`config.mk`:
```
export PLATFORM = sky130hd
export DESIGN_NAME = axi_pchase_multi_flat
export DESIGN_NICKNAME = d
export VERILOG_FILES = /design/src/rtl/axi_pchase_multi_pkg.sv /design/src/rtl/axi_pchase_multi_if.sv /design/src/rtl/axi_pchase_multi_rr_arb.sv /design/src/rtl/axi_pchase_multi.sv /design/src/flat_wrapper.sv
export SDC_FILE = /design/constraint.sdc
export NUM_CORES = 1
export LEC_CHECK = 0
export BUFFER_PORTS_ARGS = -buffer_cell sky130_fd_sc_hd__buf_2
export CAP_MARGIN = 10
export CORE_UTILIZATION = 25
export DETAILED_ROUTE_END_ITERATION = 10
export GPL_TIMING_DRIVEN = 0
export PLACE_DENSITY = 0.49
export SYNTH_ARGS = -nofsm -noshare
export SYNTH_HDL_FRONTEND = slang
export SYNTH_SLANG_ARGS = --single-unit
export TNS_END_PERCENT = 10
```
`constraint.sdc`:
```
create_clock -name clk -period 6.05 [get_ports clk]
set_input_delay 0.9075 -clock clk [delete_from_list [all_inputs] [get_ports clk]]
set_output_delay 0.9075 -clock clk [all_outputs]
set_load 0.01 [all_outputs]
```
`src/rtl/axi_pchase_multi_pkg.sv`:
```
// axi_pchase_pkg: shared AXI constants, state encodings and helpers for the pointer-chase engine
package axi_pchase_pkg;
    localparam logic [1:0] AXI_BURST_INCR = 2'b01;
    localparam logic [1:0] AXI_RESP_OKAY  = 2'b00;
    typedef enum logic [1:0] {IDLE, RUN, DONE} top_state_e;
    typedef enum logic [1:0] {PEND, OUT, FIN} chain_state_e;
    function automatic int clog2(input int v);
        int r;
        r = 0;
        while ((1 << r) < v) r++;
        return r;
    endfunction
endpackage

```
`src/rtl/axi_pchase_multi_if.sv`:
```
// axi_pchase_multi_if: AXI4 read-address and read-data channels of the pointer-chase engine
interface axi_pchase_multi_if #(
    parameter int ADDR_W = 64,
    parameter int DATA_W = 512,
    parameter int ID_W   = 2
);
    logic              arvalid;
    logic              arready;
    logic [ADDR_W-1:0] araddr;
    logic [ID_W-1:0]   arid;
    logic [7:0]        arlen;
    logic [2:0]        arsize;
    logic [1:0]        arburst;
    logic              rvalid;
    logic              rready;
    logic [DATA_W-1:0] rdata;
    logic [ID_W-1:0]   rid;
    logic [1:0]        rresp;
    logic              rlast;
    modport master(output arvalid, araddr, arid, arlen, arsize, arburst, rready,
                   input arready, rvalid, rdata, rid, rresp, rlast);
    modport slave(input arvalid, araddr, arid, arlen, arsize, arburst, rready,
                  output arready, rvalid, rdata, rid, rresp, rlast);
endinterface

```
`src/rtl/axi_pchase_multi_rr_arb.sv`:
```
// pchase_rr_arb: round-robin arbiter; priority rotates past the last winner on each advance
module pchase_rr_arb import axi_pchase_pkg::*; #(
    parameter int N = 4,
    localparam int IW = (N > 1) ? clog2(N) : 1
) (
    input  logic          clk,
    input  logic          reset,
    input  logic [N-1:0]  req_i,
    input  logic          adv_i,
    output logic [N-1:0]  gnt_o,
    output logic [IW-1:0] idx_o
);
    logic [IW-1:0] last_q;
    // scan downwards so the requester closest after the last winner is chosen
    always_comb begin
        gnt_o = '0;
        idx_o = '0;
        for (int i = N - 1; i >= 0; i--) begin
            if (req_i[(int'(last_q) + 1 + i) % N]) begin
                gnt_o = '0;
                gnt_o[(int'(last_q) + 1 + i) % N] = 1'b1;
                idx_o = IW'((int'(last_q) + 1 + i) % N);
            end
        end
    end
    // remember the winner once its grant is consumed
    always_ff @(posedge clk) begin
        if (reset) last_q <= IW'(N - 1);
        else if (adv_i && |req_i) last_q <= idx_o;
    end
endmodule

```
`src/rtl/axi_pchase_multi.sv`:
```
// axi_pchase_multi: multi-chain AXI4 pointer-chase latency engine with ap_* control
module axi_pchase_multi import axi_pchase_pkg::*; #(
    parameter int ADDR_W    = 64,
    parameter int DATA_W    = 512,
    parameter int NUM_CHAIN = 4,
    parameter int ID_W      = 2,
    parameter int BURST_LEN = 1
) (
    input  logic                        clk,
    input  logic                        reset,
    axi_pchase_multi_if.master          axi,
    input  logic [NUM_CHAIN*ADDR_W-1:0] start_addr,
    input  logic [31:0]                 num_burst,
    output logic [31:0]                 cnt_clk,
    output logic                        err,
    output logic [NUM_CHAIN-1:0]        chain_done,
    input  logic                        ap_start,
    output logic                        ap_ready,
    output logic                        ap_done,
    output logic                        ap_idle
);
    localparam int OFF_W = clog2(DATA_W / 8);
    localparam int CW = (NUM_CHAIN > 1) ? clog2(NUM_CHAIN) : 1;
    localparam logic [ADDR_W-1:0] ALIGN = ~((ADDR_W'(1) << OFF_W) - ADDR_W'(1));
    top_state_e state_q;
    chain_state_e cst_q [NUM_CHAIN];
    logic [ADDR_W-1:0] ptr_q [NUM_CHAIN];
    logic [ADDR_W-1:0] ptr_d [NUM_CHAIN];
    logic [31:0] bcnt_q [NUM_CHAIN];
    logic [NUM_CHAIN-1:0] first_q, done_q, hit, to_pend, req, gnt, fin;
    logic [31:0] nb_q, cnt_q;
    logic arvalid_q, rready_q, err_q, ap_ready_q, ap_done_q, ap_idle_q, beat, load;
    logic [ADDR_W-1:0] araddr_q, araddr_d;
    logic [ID_W-1:0] arid_q;
    logic [CW-1:0] idx;
    logic unused_rdata;
    assign unused_rdata = ^axi.rdata[DATA_W-1:ADDR_W];
    assign beat = axi.rvalid && rready_q;
    assign load = !arvalid_q && |req;
    // decode the R beat per chain; a chain finishing a burst may request in the same cycle
    always_comb begin
        araddr_d = '0;
        for (int c = 0; c < NUM_CHAIN; c++) begin
            hit[c] = beat && int'(axi.rid) == c && cst_q[c] == OUT;
            ptr_d[c] = (hit[c] && first_q[c]) ? axi.rdata[ADDR_W-1:0] : ptr_q[c];
            to_pend[c] = hit[c] && axi.rlast && bcnt_q[c] + 32'd1 != nb_q;
            req[c] = state_q == RUN && (cst_q[c] == PEND || to_pend[c]);
            fin[c] = cst_q[c] == FIN;
            araddr_d = araddr_d | (gnt[c] ? (ptr_d[c] & ALIGN) : '0);
        end
    end
    pchase_rr_arb #(.N(NUM_CHAIN)) u_arb (
        .clk(clk), .reset(reset), .req_i(req), .adv_i(load), .gnt_o(gnt), .idx_o(idx)
    );
    // top control FSM with registered handshake, cycle counter and sticky error
    always_ff @(posedge clk) begin
        if (reset) begin
            state_q <= IDLE;
            rready_q <= 1'b0;
            cnt_q <= '0;
            err_q <= 1'b0;
            nb_q <= '0;
            ap_ready_q <= 1'b0;
            ap_done_q <= 1'b0;
            ap_idle_q <= 1'b1;
        end else begin
            ap_ready_q <= 1'b0;
            case (state_q)
                IDLE: if (ap_start) begin
                    nb_q <= num_burst;
                    cnt_q <= '0;
                    err_q <= 1'b0;
                    ap_ready_q <= 1'b1;
                    ap_idle_q <= 1'b0;
                    ap_done_q <= num_burst == '0;
                    rready_q <= num_burst != '0;
                    state_q <= (num_burst == '0) ? DONE : RUN;
                end
                RUN: begin
                    cnt_q <= cnt_q + {31'd0, ~&cnt_q};
                    if (beat && (!(|hit) || axi.rresp != AXI_RESP_OKAY)) err_q <= 1'b1;
                    if (&fin) begin
                        state_q <= DONE;
                        ap_done_q <= 1'b1;
                        rready_q <= 1'b0;
                    end
                end
                default: begin
                    state_q <= IDLE;
                    ap_done_q <= 1'b0;
                    ap_idle_q <= 1'b1;
                end
            endcase
        end
    end
    // per-chain walk: pointer capture on the first beat, burst counting, completion
    always_ff @(posedge clk) begin
        if (reset) begin
            first_q <= '0;
            done_q <= '0;
            for (int c = 0; c < NUM_CHAIN; c++) begin
                cst_q[c] <= PEND;
                ptr_q[c] <= '0;
                bcnt_q[c] <= '0;
            end
        end else begin
            for (int c = 0; c < NUM_CHAIN; c++) begin
                if (state_q == IDLE && ap_start) begin
                    cst_q[c] <= PEND;
                    ptr_q[c] <= start_addr[c*ADDR_W +: ADDR_W];
                    bcnt_q[c] <= '0;
                    first_q[c] <= 1'b0;
                    done_q[c] <= 1'b0;
                end else begin
                    ptr_q[c] <= ptr_d[c];
                    if (hit[c]) first_q[c] <= 1'b0;
                    if (arvalid_q && axi.arready && int'(arid_q) == c) begin
                        cst_q[c] <= OUT;
                        first_q[c] <= 1'b1;
                    end
                    if (hit[c] && axi.rlast) begin
                        bcnt_q[c] <= bcnt_q[c] + 32'd1;
                        cst_q[c] <= to_pend[c] ? PEND : FIN;
                        done_q[c] <= !to_pend[c];
                    end
                end
            end
        end
    end
    // AR channel: hold the registered grant until accepted, reload on the following cycle
    always_ff @(posedge clk) begin
        if (reset) begin
            arvalid_q <= 1'b0;
            araddr_q <= '0;
            arid_q <= '0;
        end else if (arvalid_q) begin
            arvalid_q <= !axi.arready;
        end else if (load) begin
            arvalid_q <= 1'b1;
            araddr_q <= araddr_d;
            arid_q <= ID_W'(idx);
        end
    end
    assign axi.arvalid = arvalid_q;
    assign axi.araddr = araddr_q;
    assign axi.arid = arid_q;
    assign axi.arlen = 8'(BURST_LEN - 1);
    assign axi.arsize = 3'(OFF_W);
    assign axi.arburst = AXI_BURST_INCR;
    assign axi.rready = rready_q;
    assign cnt_clk = cnt_q;
    assign err = err_q;
    assign chain_done = done_q;
    assign ap_ready = ap_ready_q;
    assign ap_done = ap_done_q;
    assign ap_idle = ap_idle_q;
endmodule

```
`src/flat_wrapper.sv`:
```
// flat-port wrapper written by rule: the top's interface ports become plain ports
module axi_pchase_multi_flat import axi_pchase_pkg::*;
#(
    parameter int ADDR_W    = 64,
    parameter int DATA_W    = 512,
    parameter int NUM_CHAIN = 4,
    parameter int ID_W      = 2,
    parameter int BURST_LEN = 1
)
  (clk, reset, start_addr, num_burst, cnt_clk, err, chain_done, ap_start, ap_ready, ap_done, ap_idle, axi_arvalid, axi_araddr, axi_arid, axi_arlen, axi_arsize, axi_arburst, axi_rready, axi_arready, axi_rvalid, axi_rdata, axi_rid, axi_rresp, axi_rlast);
  axi_pchase_multi_if #(.ADDR_W(ADDR_W), .DATA_W(DATA_W), .ID_W(ID_W)) axi_i ();
  input  logic clk;
  input  logic reset;
  input  logic [NUM_CHAIN*ADDR_W-1:0] start_addr;
  input  logic [31:0] num_burst;
  output logic [31:0] cnt_clk;
  output logic err;
  output logic [NUM_CHAIN-1:0] chain_done;
  input  logic ap_start;
  output logic ap_ready;
  output logic ap_done;
  output logic ap_idle;
  output wire logic [$bits(axi_i.arvalid)-1:0] axi_arvalid;
  output wire logic [$bits(axi_i.araddr)-1:0] axi_araddr;
  output wire logic [$bits(axi_i.arid)-1:0] axi_arid;
  output wire logic [$bits(axi_i.arlen)-1:0] axi_arlen;
  output wire logic [$bits(axi_i.arsize)-1:0] axi_arsize;
  output wire logic [$bits(axi_i.arburst)-1:0] axi_arburst;
  output wire logic [$bits(axi_i.rready)-1:0] axi_rready;
  input wire logic [$bits(axi_i.arready)-1:0] axi_arready;
  input wire logic [$bits(axi_i.rvalid)-1:0] axi_rvalid;
  input wire logic [$bits(axi_i.rdata)-1:0] axi_rdata;
  input wire logic [$bits(axi_i.rid)-1:0] axi_rid;
  input wire logic [$bits(axi_i.rresp)-1:0] axi_rresp;
  input wire logic [$bits(axi_i.rlast)-1:0] axi_rlast;
  assign axi_arvalid = axi_i.arvalid;
  assign axi_araddr = axi_i.araddr;
  assign axi_arid = axi_i.arid;
  assign axi_arlen = axi_i.arlen;
  assign axi_arsize = axi_i.arsize;
  assign axi_arburst = axi_i.arburst;
  assign axi_rready = axi_i.rready;
  assign axi_i.arready = axi_arready;
  assign axi_i.rvalid = axi_rvalid;
  assign axi_i.rdata = axi_rdata;
  assign axi_i.rid = axi_rid;
  assign axi_i.rresp = axi_rresp;
  assign axi_i.rlast = axi_rlast;
  axi_pchase_multi #(.ADDR_W(ADDR_W), .DATA_W(DATA_W), .NUM_CHAIN(NUM_CHAIN), .ID_W(ID_W), .BURST_LEN(BURST_LEN)) u_core (.clk(clk), .reset(reset), .axi(axi_i), .start_addr(start_addr), .num_burst(num_burst), .cnt_clk(cnt_clk), .err(err), .chain_done(chain_done), .ap_start(ap_start), .ap_ready(ap_ready), .ap_done(ap_done), .ap_idle(ap_idle));
endmodule
```
==> impl_metrics.json, run 1 <==
{
  "status": "finished clean",
  "clk_latency_ps": 670,
  "drt_iter0_markers": 2726,
  "clock-sinks": 509,
  "clkTransAtPathRegs_ps": 60,
  "cellPowerDensity_nw_per_um2": 279,
  "setup-violations-final": 0,
  "drive_gt1_share_pct": 18.1,
  "path_cells": "ha_1 > nand4_1 > nor3_2 > and3_1 > clkbuf_1 > o32ai_1 > or4_1 > nor4_1 > nand3_1 > o21bai_1 > a21oi_1 > or4_1 > a32oi_4 > buf_6 > buf_2 > nor2b_1 > o31a_1",
  "nNetsFinal": 5011,
  "switching_share_pct": 33.3,
  "hpwl_mm": 112,
  "synth-seq-cells": 509,
  "drcViolationCount": 0,
  "die_x_um": 363,
  "crit_type": "reg2reg",
  "root_buffer": "clkbuf_16",
  "grt_setup_unrepaired": "false",
  "die_h_um": 363,
  "area.sequential_um2": 13900,
  "power_frac_clock_pct": 38.8,
  "viasPerCell": 5.09,
  "path_max_fanout": 10,
  "wl_mm": 145,
  "crit_arrival_ps": 6480,
  "p_int_mw": 7.49,
  "wl_per_cell_um": 24.2,
  "synthCells": 3436,
  "grt_max_degree": 34,
  "place_congestion": 0.906,
  "path_common_cell": "or4_1",
  "first_pass_iters": 5,
  "grt_use_total_pct": 21.4,
  "synth_area_leader_cell": "edfxtp_1",
  "htreeDepth": 3,
  "synth_top_cells_by_count": "nor2_1 (580), edfxtp_1 (368), a211oi_1 (241)",
  "io_pins": 931,
  "dieArea_um2": 132000,
  "required_ps": 6650,
  "hold_class": "reg2reg",
  "crit_slowest_cell": "or4_1",
  "row_count": 131,
  "area_delta_synth_final_pct": 23.9,
  "ys_types": 110,
  "io_buffers": 431,
  "vias": 30500,
  "slew_viol_final": 0,
  "ant_nets": 0,
  "core-area_um2": 128000,
  "multiInputGateArea_um2": 18000,
  "p_leak_nw": 16.0,
  "synth_area_leaders": "edfxtp_1 (34%), dfxtp_1 (8.7%), mux2i_1 (7.3%), nor2_1 (6.7%), a211oi_1 (5.6%)",
  "p_comb_share_pct": 23.4,
  "critPathBufInv": 3,
  "synth_edf_count": 368,
  "p_seq_share_pct": 37.8,
  "finalCriticalPeriod_ps": 5880,
  "path_delay_family": "simple AND/OR/NAND/NOR gates",
  "worstSetupStartpointType": "register",
  "fmax_ghz": 0.170,
  "grt_pass1_vias": 29100,
  "fin_setup_tns_ps": 0,
  "start_util_pct": 25.3,
  "yosysTopAreaCellShare_pct": 34.0,
  "antenna_found_initial": 50,
  "cts_buffers": 69,
  "cpPeakStageDelay_ps": 580,
  "cp-end-kind": "register",
  "ir_drop_mv": 0.183,
  "maxSlewHeadroom_pct": 14.7,
  "cts_tree": "done",
  "overflow": 0,
  "async_flop_share_pct": 0,
  "fin_skew_ps": 49.5,
  "yosysMostFrequentCell": "nor2_1",
  "placed_cells": 5847,
  "fin_cells": 5994,
  "holdBufCountCts": 0,
  "ys_seq_area_share_pct": 42.7,
  "grt_pass1_wl_mm": 206,
  "yosysWarnings": 0,
  "cts.path.max_buffers": 3,
  "fill_cells": 13600,
  "power_switching_mw": 3.73,
  "finalCritPeriodShare_pct": 97.2,
  "hold_viol": 0,
  "worst_slew_pin_slew_ps": 1260,
  "syn_area_per_cell_um2": 9.47,
  "synth_area_um2": 32500,
  "cap_violations": 0,
  "synthFlopType": "edfxtp_1"
}
==> final cells by class <==
type                    instances  area share [%]
plain buffers                 307            3.65
inverters                      47           0.438
clock buffers                  95            4.80
multi-input cells            2822            44.7
flip-flops and latches        509            34.4
clock inverters                31            1.06
repair buffers                435            5.42
diodes                         19           0.118
well taps                    1729            5.37
==> path summary, 6_finish.rpt <==
| kind | startpoint | end | cells after the start | slack, ps |
|---|---|---|---|---|
| worst max-delay path | u_core.bcnt_q[1][0]$_SDFFCE_PN0P_ | u_core.axi.araddr[49]$_SDFFE_PP0P_ | 17 | 170 |
| worst min-delay path | u_core.ap_idle$_SDFFE_PP1P_ | u_core.ap_idle$_SDFFE_PP1P_ | 1 | 460 |
| worst max register to register | u_core.bcnt_q[1][0]$_SDFFCE_PN0P_ | u_core.axi.araddr[49]$_SDFFE_PP0P_ | 17 | 170 |
| worst min register to register | u_core.ap_idle$_SDFFE_PP1P_ | u_core.ap_idle$_SDFFE_PP1P_ | 1 | 460 |
==> power by group through the flow <==
| stage | logic, mW | clock network (mW) | registers, mW |
|---|---|---|---|
| floorplan | 1.58 | 0 | 4.28 |
| global placement | 2.59 | 0 | 4.31 |
| detailed placement | 2.60 | 0 | 4.32 |
| CTS | 2.61 | 4.42 | 4.25 |
| global route | 2.82 | 4.54 | 4.28 |
| finish | 2.63 | 4.35 | 4.25 |
==> stage by stage <==
stage / hold WS, ps / utilization (%) / total power, mW / area [um2] / worst slack, ps
6_report: 461 / 31.4 / 11.2 / 40300 / 169
5_1_grt: 484 / 31.4 / 11.6 / 40300 / 13.6
3_5_place_dp: 449 / 29.5 / 6.92 / 37800 / -462
2_1_floorplan: 451 / - / 5.87 / 33500 / 1690
4_1_cts: 463 / 31.3 / 11.3 / 40200 / 82.9
3_3_place_gp: 444 / 29.4 / 6.90 / 37800 / -945
==> layer usage <==
metal | track usage (%) | vias up | share of wire [%] | wire, um
li1 | - | 14100 | - | -
met4 | 5.87 | 54 | 2.6 | 3820
met2 | 32.9 | 1142 | 44 | 63900
met3 | 5.94 | 230 | 8.9 | 12900
met1 | 29.0 | 15000 | 44 | 64200
met5 | 0 | - | 0.23 | 328
==> cells in the final DEF (no fill, tap or decap), drive strengths merged, types with 25 or more instances in the layout <==
cell,synthesis,routed
conb,2,251
o221ai,56,56
dfxtp,141,141
mux2i,236,236
o31a,55,55
edfxtp,368,368
nand3,116,116
nor2b,68,68
xnor2,127,127
nor4,57,57
and3,31,31
o21ai,29,29
nor2,581,581
xor2,73,73
inv,46,48
clkbuf,197,292
nand2b,29,29
buf,110,545
or2,25,25
a21oi,165,165
nand4,85,85
nand2,196,196
nor3,78,78
a211oi,243,243
==> logic make-up (layout without fill, tap and decap cells) <==
group	after synthesis	after routing	synth area share, %
simple gates	1388	1388	21.2
compound gates	716	716	17.0
flops	509	509	42.7
buf+inv	354	915	5.04
mux	248	248	7.68
xor+xnor	208	208	5.94
fa+ha+maj	11	11	0.415
other cells	2	270	0.0231
==> flip-flops by register name, indices dropped and copies added, names as in the netlist <==
signal,count
u_core.u_arb.last_q,2
u_core.bcnt_q,128
u_core.axi.araddr,58
u_core.axi.arid,2
u_core.ptr_q,232
u_core.axi.rready,1
u_core.nb_q,32
u_core.err,1
u_core.ap_idle,1
u_core.axi.arvalid,1
u_core.ap_done,1
u_core.ap_ready,1
u_core.cst_q,8
u_core.chain_done,4
u_core.first_q,4
u_core.cnt_clk,32
u_core.state_q,1
==> repair_timing <==
item	4_1_cts	5_1_grt
resized for setup	6	8
setup buffers	0	2
endpoints found under the hold margin	0	0
pin swaps	0	1
setup endpoints to repair	56	58
No activity file was read; power rests on OpenSTA's default activity.
==> run 2: changes to the inputs <==
--- a/config.mk
+++ b/config.mk
@@ -7,10 +7,13 @@
 export LEC_CHECK = 0
 export BUFFER_PORTS_ARGS = -buffer_cell sky130_fd_sc_hd__buf_2
 export CAP_MARGIN = 10
+export CELL_PAD_IN_SITES_DETAIL_PLACEMENT = 0
+export CELL_PAD_IN_SITES_GLOBAL_PLACEMENT = 1
 export CORE_UTILIZATION = 25
+export CTS_BUF_LIST = sky130_fd_sc_hd__clkbuf_16
 export DETAILED_ROUTE_END_ITERATION = 10
 export GPL_TIMING_DRIVEN = 0
-export PLACE_DENSITY = 0.49
+export PLACE_DENSITY = 0.6
 export SYNTH_ARGS = -nofsm -noshare
 export SYNTH_HDL_FRONTEND = slang
 export SYNTH_SLANG_ARGS = --single-unit
==> run 2 against run 1 <==
Compared with the run above: die area unchanged; clock power decreased by 8.5%; final area down 0.45%; clock skew grew 39 ps; critical path depth stayed put; largest power group is now registers; non-clock buffer count increased by 6; sequential share of layout area up 0.16 points.
==> impl_metrics.json, run 2 (same netlist as run 1, synthesis figures left out) <==
{
  "status": "finished clean",
  "drive_gt1_share_pct": 17.7,
  "cap_violations": 0,
  "first_pass_iters": 6,
  "antenna_found_initial": 59,
  "path_delay_family": "simple AND/OR/NAND/NOR gates",
  "layout_commonest_cell": "nor2_1",
  "path_cells": "buf_2 > nand4_1 > or4_1 > clkbuf_1 > nor3_2 > mux2i_1 > nand4_1 > nor4_1 > a21oi_2 > nor3_2 > o41ai_2 > buf_2 > and2_1 > o21ai_2 > clkbuf_1 > a21oi_1 > o31a_1",
  "die_x_um": 363,
  "viasPerCell": 5.11,
  "root_buffer": "clkbuf_16",
  "top_register": "u_core.ptr_q",
  "htreeDepth": 3,
  "p_leak_nw": 16.0,
  "io_pins": 931,
  "wl_per_cell_um": 24.4,
  "fin_cells": 5999,
  "place_congestion": 0.911,
  "hold_path_end": "u_core.ap_idle$_SDFFE_PP1P_",
  "wl_mm": 147,
  "drcViolationCount": 0,
  "clkTransAtPathRegs_ps": 60,
  "area_delta_synth_final_pct": 23.4,
  "area.sequential_um2": 13900,
  "required_ps": 6600,
  "cpPeakStageDelay_ps": 600,
  "clock-sinks": 509,
  "row_count": 131,
  "holdBufCountCts": 0,
  "ir_drop_mv": 0.197,
  "cts.path.max_buffers": 3,
  "setup-violations-final": 0,
  "hold_viol": 0,
  "fin_skew_ps": 88.3,
  "r2r_setup_slack_ps": 130,
  "cts_tree": "done",
  "reg2regPathDepth": 17,
  "most-common-layout-cells": "nor2_1 (579), buf_2 (461), edfxtp_1 (368)",
  "maxSlewHeadroom_pct": 12.3,
  "grt_max_degree": 34,
  "grt_pass1_wl_mm": 207,
  "nNetsFinal": 5017,
  "worstSetupStartpointType": "register",
  "grt_use_total_pct": 21.6,
  "reg2reg_to": "u_core.axi.araddr[14]$_SDFFE_PP0P_",
  "placed_cells": 5848,
  "finalCriticalPeriod_ps": 5920,
  "path_max_fanout": 10,
  "clk_latency_ps": 680,
  "final_util_pct": 31.3,
  "cts_buffers": 69,
  "r2r_start": "u_core.bcnt_q[2][12]$_SDFFCE_PN0P_",
  "multiInputGateArea_um2": 18000,
  "crit_slowest_cell": "or4_1",
  "final.setup.worst_slack_ps": 128,
  "slew_viol_final": 0,
  "hold_class": "reg2reg",
  "hpwl_mm": 112,
  "grt_setup_unrepaired": "false",
  "start_util_pct": 25.3,
  "worst_slew_pin_slew_ps": 1320,
  "cp-end-kind": "register",
  "drt_iter0_markers": 2866,
  "overflow": 0,
  "crit_arrival_ps": 6470,
  "dpl_worst_slack_ps": -507,
  "finalCritPeriodShare_pct": 97.9,
  "crit_type": "reg2reg",
  "die_h_um": 363,
  "ant_nets": 0,
  "vias": 30600,
  "hold_path_depth": 1,
  "hold_start": "u_core.ap_idle$_SDFFE_PP1P_",
  "critPathBufInv": 4,
  "cellPowerDensity_nw_per_um2": 271,
  "fmax_ghz": 0.169,
  "fill_cells": 13700,
  "dieArea_um2": 132000,
  "io_buffers": 431,
  "whs_ps": 458,
  "grt_pass1_vias": 29300,
  "core-area_um2": 128000,
  "fin_setup_tns_ps": 0,
  "largest_reg_flops": 232
}
==> run 2: changes by cell type in the layout (fill, tap and decap cells not counted), sizes merged <==
cell    previous run  this run
buf              545       551
bufinv             6         2
clkbuf           292       266
clkinv            23        31
diode             19        16
inv               48        72
==> run 2: per-layer routing <==
layer / part of all wire [%] / vias up / routed length (um) / GRT usage [%]
li1: - / 14100 / - / -
met1: 43 / 15000 / 63200 / 28.6
met2: 44 / 1144 / 65100 / 33.7
met3: 9.0 / 292 / 13100 / 6.11
met4: 3.1 / 70 / 4600 / 6.93
met5: 0.30 / - / 445 / 0
==> run 2: repair_timing <==
item	4_1_cts	5_1_grt
setup endpoints to repair	60	60
endpoints found under the hold margin	0	0
buffers inserted	0	7
resized for setup	9	5
pin swaps	0	2
==> run 2: final cells by class <==
cell class	instances	share of cell area, %
buffer	307	3.66
inverter	47	0.440
antenna	16	0.0998
timing repair buffer	441	5.60
multi-input combinational	2822	44.9
sequential	509	34.6
clock buffer	69	4.30
tap	1729	5.39
clock inverter	59	1.00
==> run 2: worst max-delay path by stage <==
| stage | startpoint | to | slack (ps) | cells past startpoint |
|---|---|---|---|---|
| finish | u_core.bcnt_q[2][12]$_SDFFCE_PN0P_ | u_core.axi.araddr[14]$_SDFFE_PP0P_ | 130 | 17 |
| CTS | u_core.bcnt_q[2][0]$_SDFFCE_PN0P_ | u_core.axi.araddr[14]$_SDFFE_PP0P_ | 80 | 16 |
| global placement | u_core.bcnt_q[2][0]$_SDFFCE_PN0P_ | u_core.u_arb.last_q[0]$_SDFFE_PP1P_ | -1210 | 15 |
| floorplan | u_core.bcnt_q[1][0]$_SDFFCE_PN0P_ | u_core.axi.araddr[12]$_SDFFE_PP0P_ | 1690 | 17 |
| detailed placement | u_core.bcnt_q[2][0]$_SDFFCE_PN0P_ | u_core.axi.araddr[53]$_SDFFE_PP0P_ | -510 | 18 |
| global route | u_core.bcnt_q[3][0]$_SDFFCE_PN0P_ | u_core.axi.araddr[53]$_SDFFE_PP0P_ | 30 | 18 |
==> run 2: power breakdown <==
group,switching (mW),internal [mW],leakage [nW]
Sequential,0.183,4.07,4.99
Clock,1.79,2.18,1.12
Combinational,1.75,0.899,9.86
Total,3.73,7.15,16.0
==> run 2: per-stage QoR <==
step           area [um2]  total power, mW
2_1_floorplan       33500             5.87
3_3_place_gp        37800             6.93
3_5_place_dp        37800             6.93
4_1_cts             40000             10.9
5_1_grt             40100             11.3
6_report            40100             10.9
==> run 2: worst register-to-register path: stages, from the launching register on <==
cell,delay [ps]
edfxtp_1,310
buf_2,200
nand4_1,210
or4_1,600
clkbuf_1,300
nor3_2,350
mux2i_1,490
nand4_1,180
nor4_1,460
a21oi_2,240
nor3_2,310
o41ai_2,140
buf_2,210
and2_1,180
o21ai_2,420
clkbuf_1,550
a21oi_1,280
o31a_1,360
==> run 3: changes to the inputs <==
--- a/config.mk
+++ b/config.mk
@@ -5,15 +5,17 @@
 export SDC_FILE = /design/constraint.sdc
 export NUM_CORES = 1
 export LEC_CHECK = 0
+export ABC_AREA = 1
 export BUFFER_PORTS_ARGS = -buffer_cell sky130_fd_sc_hd__buf_2
 export CAP_MARGIN = 10
 export CELL_PAD_IN_SITES_DETAIL_PLACEMENT = 0
 export CELL_PAD_IN_SITES_GLOBAL_PLACEMENT = 1
-export CORE_UTILIZATION = 25
+export CORE_AREA = 2 2 360 362
 export CTS_BUF_LIST = sky130_fd_sc_hd__clkbuf_16
 export DETAILED_ROUTE_END_ITERATION = 10
+export DIE_AREA = 0 0 362 364
 export GPL_TIMING_DRIVEN = 0
-export PLACE_DENSITY = 0.6
+export PLACE_DENSITY = 0.62
 export SYNTH_ARGS = -nofsm -noshare
 export SYNTH_HDL_FRONTEND = slang
 export SYNTH_SLANG_ARGS = --single-unit
==> run 3 against run 2 <==
Compared with the run above: sequential power grew 4%; count of clock-buffer cells in the layout increased by 1; final area decreased by 4.0%; non-clock buffer count shrank 118; sequential share of layout area is 1.4 points higher; combinational power increased by 20%; final cell count up 13%; maximum frequency rose by 26%; die area is 0.16% higher; worst setup slack improved by 1200 ps; global-route usage up 1.3 points; critical path depth increased by 6; largest power group unchanged.
==> impl_metrics.json, run 3 <==
{
  "layout_commonest_cell": "nand2_1",
  "largest_reg_flops": 232,
  "yosysWarnings": 0,
  "ys_types": 52,
  "area_delta_synth_final_pct": 24.2,
  "placed_area_um2": 36300,
  "status": "finished clean",
  "antenna_found_initial": 39,
  "grt_setup_unrepaired": "false",
  "finalCritPeriodShare_pct": 77.8,
  "worst_slew_pin_slew_ps": 1190,
  "p_leak_nw": 16.8,
  "cts_buffers": 68,
  "ctsResizeCount": 0,
  "hpwl_mm": 119,
  "p_comb_share_pct": 27.2,
  "io_buffers": 432,
  "grt_max_degree": 34,
  "row_count": 132,
  "power_switching_mw": 4.37,
  "worstSetupStartpointType": "register",
  "synth_edf_count": 368,
  "hold_class": "in2reg",
  "die_x_um": 362,
  "synth-seq-cells": 509,
  "overflow": 0,
  "whs_ps": 449,
  "clkTransAtPathRegs_ps": 70,
  "fill_cells": 14200,
  "slew_viol_final": 0,
  "drt_iter0_markers": 3059,
  "nNetsFinal": 5837,
  "synth_area_um2": 31000,
  "fin_skew_ps": 44.6,
  "yosysMostFrequentCell": "nand2_1",
  "hold_viol": 0,
  "path_max_fanout": 10,
  "cts_setup_buffers": 0,
  "cts_tree": "done",
  "grt_pass1_wl_mm": 217,
  "path_cells": "ha_1 > nand2_2 > nor2_4 > nand2_1 > nor2_2 > nand2_1 > nand2_1 > nand2_1 > nand2_1 > nand2_1 > nand3_1 > nor2_1 > nand3_1 > nand2_1 > nand2_1 > nand2_1 > and3_1 > nor2_1 > buf_2 > buf_1 > nand2_1 > nor2_1 > nor2_1",
  "start_util_pct": 24.2,
  "crit_type": "reg2reg",
  "drcViolationCount": 0,
  "wl_mm": 155,
  "vias": 32400,
  "area.sequential_um2": 13900,
  "first_pass_iters": 6,
  "async_flop_share_pct": 0,
  "clk_latency_ps": 690,
  "p_int_mw": 7.33,
  "fmax_ghz": 0.212,
  "critPathBufInv": 2,
  "ant_nets": 0,
  "maxSlewHeadroom_pct": 20.7,
  "synth_area_leaders": "edfxtp_1 (36%), nand2_1 (17%), dfxtp_1 (9.1%), o21ai_0 (6.4%), nor2_1 (5.9%)",
  "grt_use_total_pct": 22.9,
  "grt_pass1_vias": 30600,
  "yosysTopAreaCellShare_pct": 35.6,
  "synthCells": 4260,
  "cts.path.max_buffers": 3,
  "syn_area_per_cell_um2": 7.29,
  "place_congestion": 0.907,
  "wl_per_cell_um": 23.0,
  "cpPeakStageDelay_ps": 600,
  "io_pins": 931,
  "power_frac_clock_pct": 35.1,
  "viasPerCell": 4.79,
  "final_cell_area_um2": 38500,
  "cp-end-kind": "register",
  "synth_top_cells_by_count": "nand2_1 (1446), nor2_1 (484), o21ai_0 (397)",
  "path_common_cell": "nand2_1",
  "crit_arrival_ps": 5270,
  "root_buffer": "clkbuf_16",
  "synthFlopType": "edfxtp_1",
  "crit_slowest_cell": "buf_1",
  "dieArea_um2": 132000,
  "p_seq_share_pct": 37.7,
  "drive_gt1_share_pct": 13.3,
  "ys_seq_area_share_pct": 44.7,
  "die_h_um": 364,
  "ir_drop_mv": 0.171,
  "fin_setup_tns_ps": 0,
  "p_total_mw": 11.7,
  "top_register": "u_core.ptr_q",
  "htreeDepth": 3,
  "setup-violations-final": 0,
  "multiInputGateArea_um2": 15800,
  "cellPowerDensity_nw_per_um2": 304,
  "cap_violations": 0,
  "most-common-layout-cells": "nand2_1 (1442), nor2_1 (484), buf_2 (449)",
  "core-area_um2": 128000,
  "required_ps": 6610,
  "path_delay_family": "simple AND/OR/NAND/NOR gates",
  "holdBufCountCts": 0,
  "switching_share_pct": 37.3,
  "synth_area_leader_cell": "edfxtp_1",
  "finalCriticalPeriod_ps": 4710,
  "clock-sinks": 509
}
-- run 3: changes by cell type after synthesis, sizes merged, moves of 122 or more --
cell    previous run  this run
nand2            196      1474
nand3            116       350
mux2i            236         0
o21ai             29       406
a22o               1       174
a211oi           243         5
inv               46       387
xnor2            127         5
-- run 3: layout make-up --
type,instances,share of cell area [%]
clock inverter,54,1.11
inverter,387,3.78
sequential,509,36.0
tap,1675,5.44
clock buffer,70,4.54
multi-input combinational,3421,40.9
buffer,192,2.33
antenna,14,0.0909
timing repair buffer,438,5.84
-- run 3: cells by family after synthesis --
family / Yosys count / synth area share (%)
buffers and inverters: 579 / 7.58
other: 2 / 0.0242
DFF: 509 / 44.7
adders and majority gates: 10 / 0.403
AOI/OAI and AO/OA: 693 / 13.7
and+or+nand+nor: 2441 / 32.6
xor gates and xnor gates: 26 / 0.955
-- run 3: power by group through the flow --
stage	combinational, mW	clock [mW]	sequential (mW)
4_1_cts	3.17	4.18	4.40
2_1_floorplan	1.76	0	4.39
3_3_place_gp	3.15	0	4.47
3_5_place_dp	3.16	0	4.47
6_report	3.19	4.11	4.41
5_1_grt	3.46	4.29	4.44
-- run 3: worst paths after layout --
kind	from	to	slack, ps	depth (start not counted)
worst max-delay path	u_core.bcnt_q[0][0]$_SDFFCE_PN0P_	u_core.axi.araddr[9]$_SDFFE_PP0P_	1340	23
worst min-delay path	num_burst[17]	u_core.nb_q[17]$_SDFFE_PP0P_	450	3
worst max register to register	u_core.bcnt_q[0][0]$_SDFFCE_PN0P_	u_core.axi.araddr[9]$_SDFFE_PP0P_	1340	23
worst min register to register	u_core.first_q[0]$_SDFFE_PN0P_	u_core.first_q[0]$_SDFFE_PN0P_	460	2
-- run 3: layer usage --
layer / track usage, % / up-vias / part of all wire, %
li1: - / 15500 / -
met1: 30.0 / 15400 / 43
met2: 37.5 / 1188 / 46
met3: 5.19 / 264 / 7.9
met4: 7.10 / 50 / 3.3
met5: 0 / - / 0.20
-- run 3: through the flow --
stage | std cells | worst slack, ps | util, %
after floorplan | 4509 | 2940 | -
after global placement | 6616 | 236 | 28.2
after detailed placement | 6620 | 938 | 28.3
after CTS | 6744 | 1290 | 30.0
after global routing | 6748 | 1010 | 30.0
final | 6760 | 1340 | 30.0
-- run 3: worst register-to-register path, stage by stage, from the launching register on --
cell and delay (ps):
edfxtp_1 440, ha_1 240, nand2_2 100, nor2_4 240
nand2_1 180, nor2_2 300, nand2_1 90, nand2_1 110
nand2_1 60, nand2_1 50, nand2_1 90, nand3_1 130
nor2_1 60, nand3_1 260, nand2_1 120, nand2_1 130
nand2_1 80, and3_1 200, nor2_1 200, buf_2 520
buf_1 610, nand2_1 120, nor2_1 210, nor2_1 60
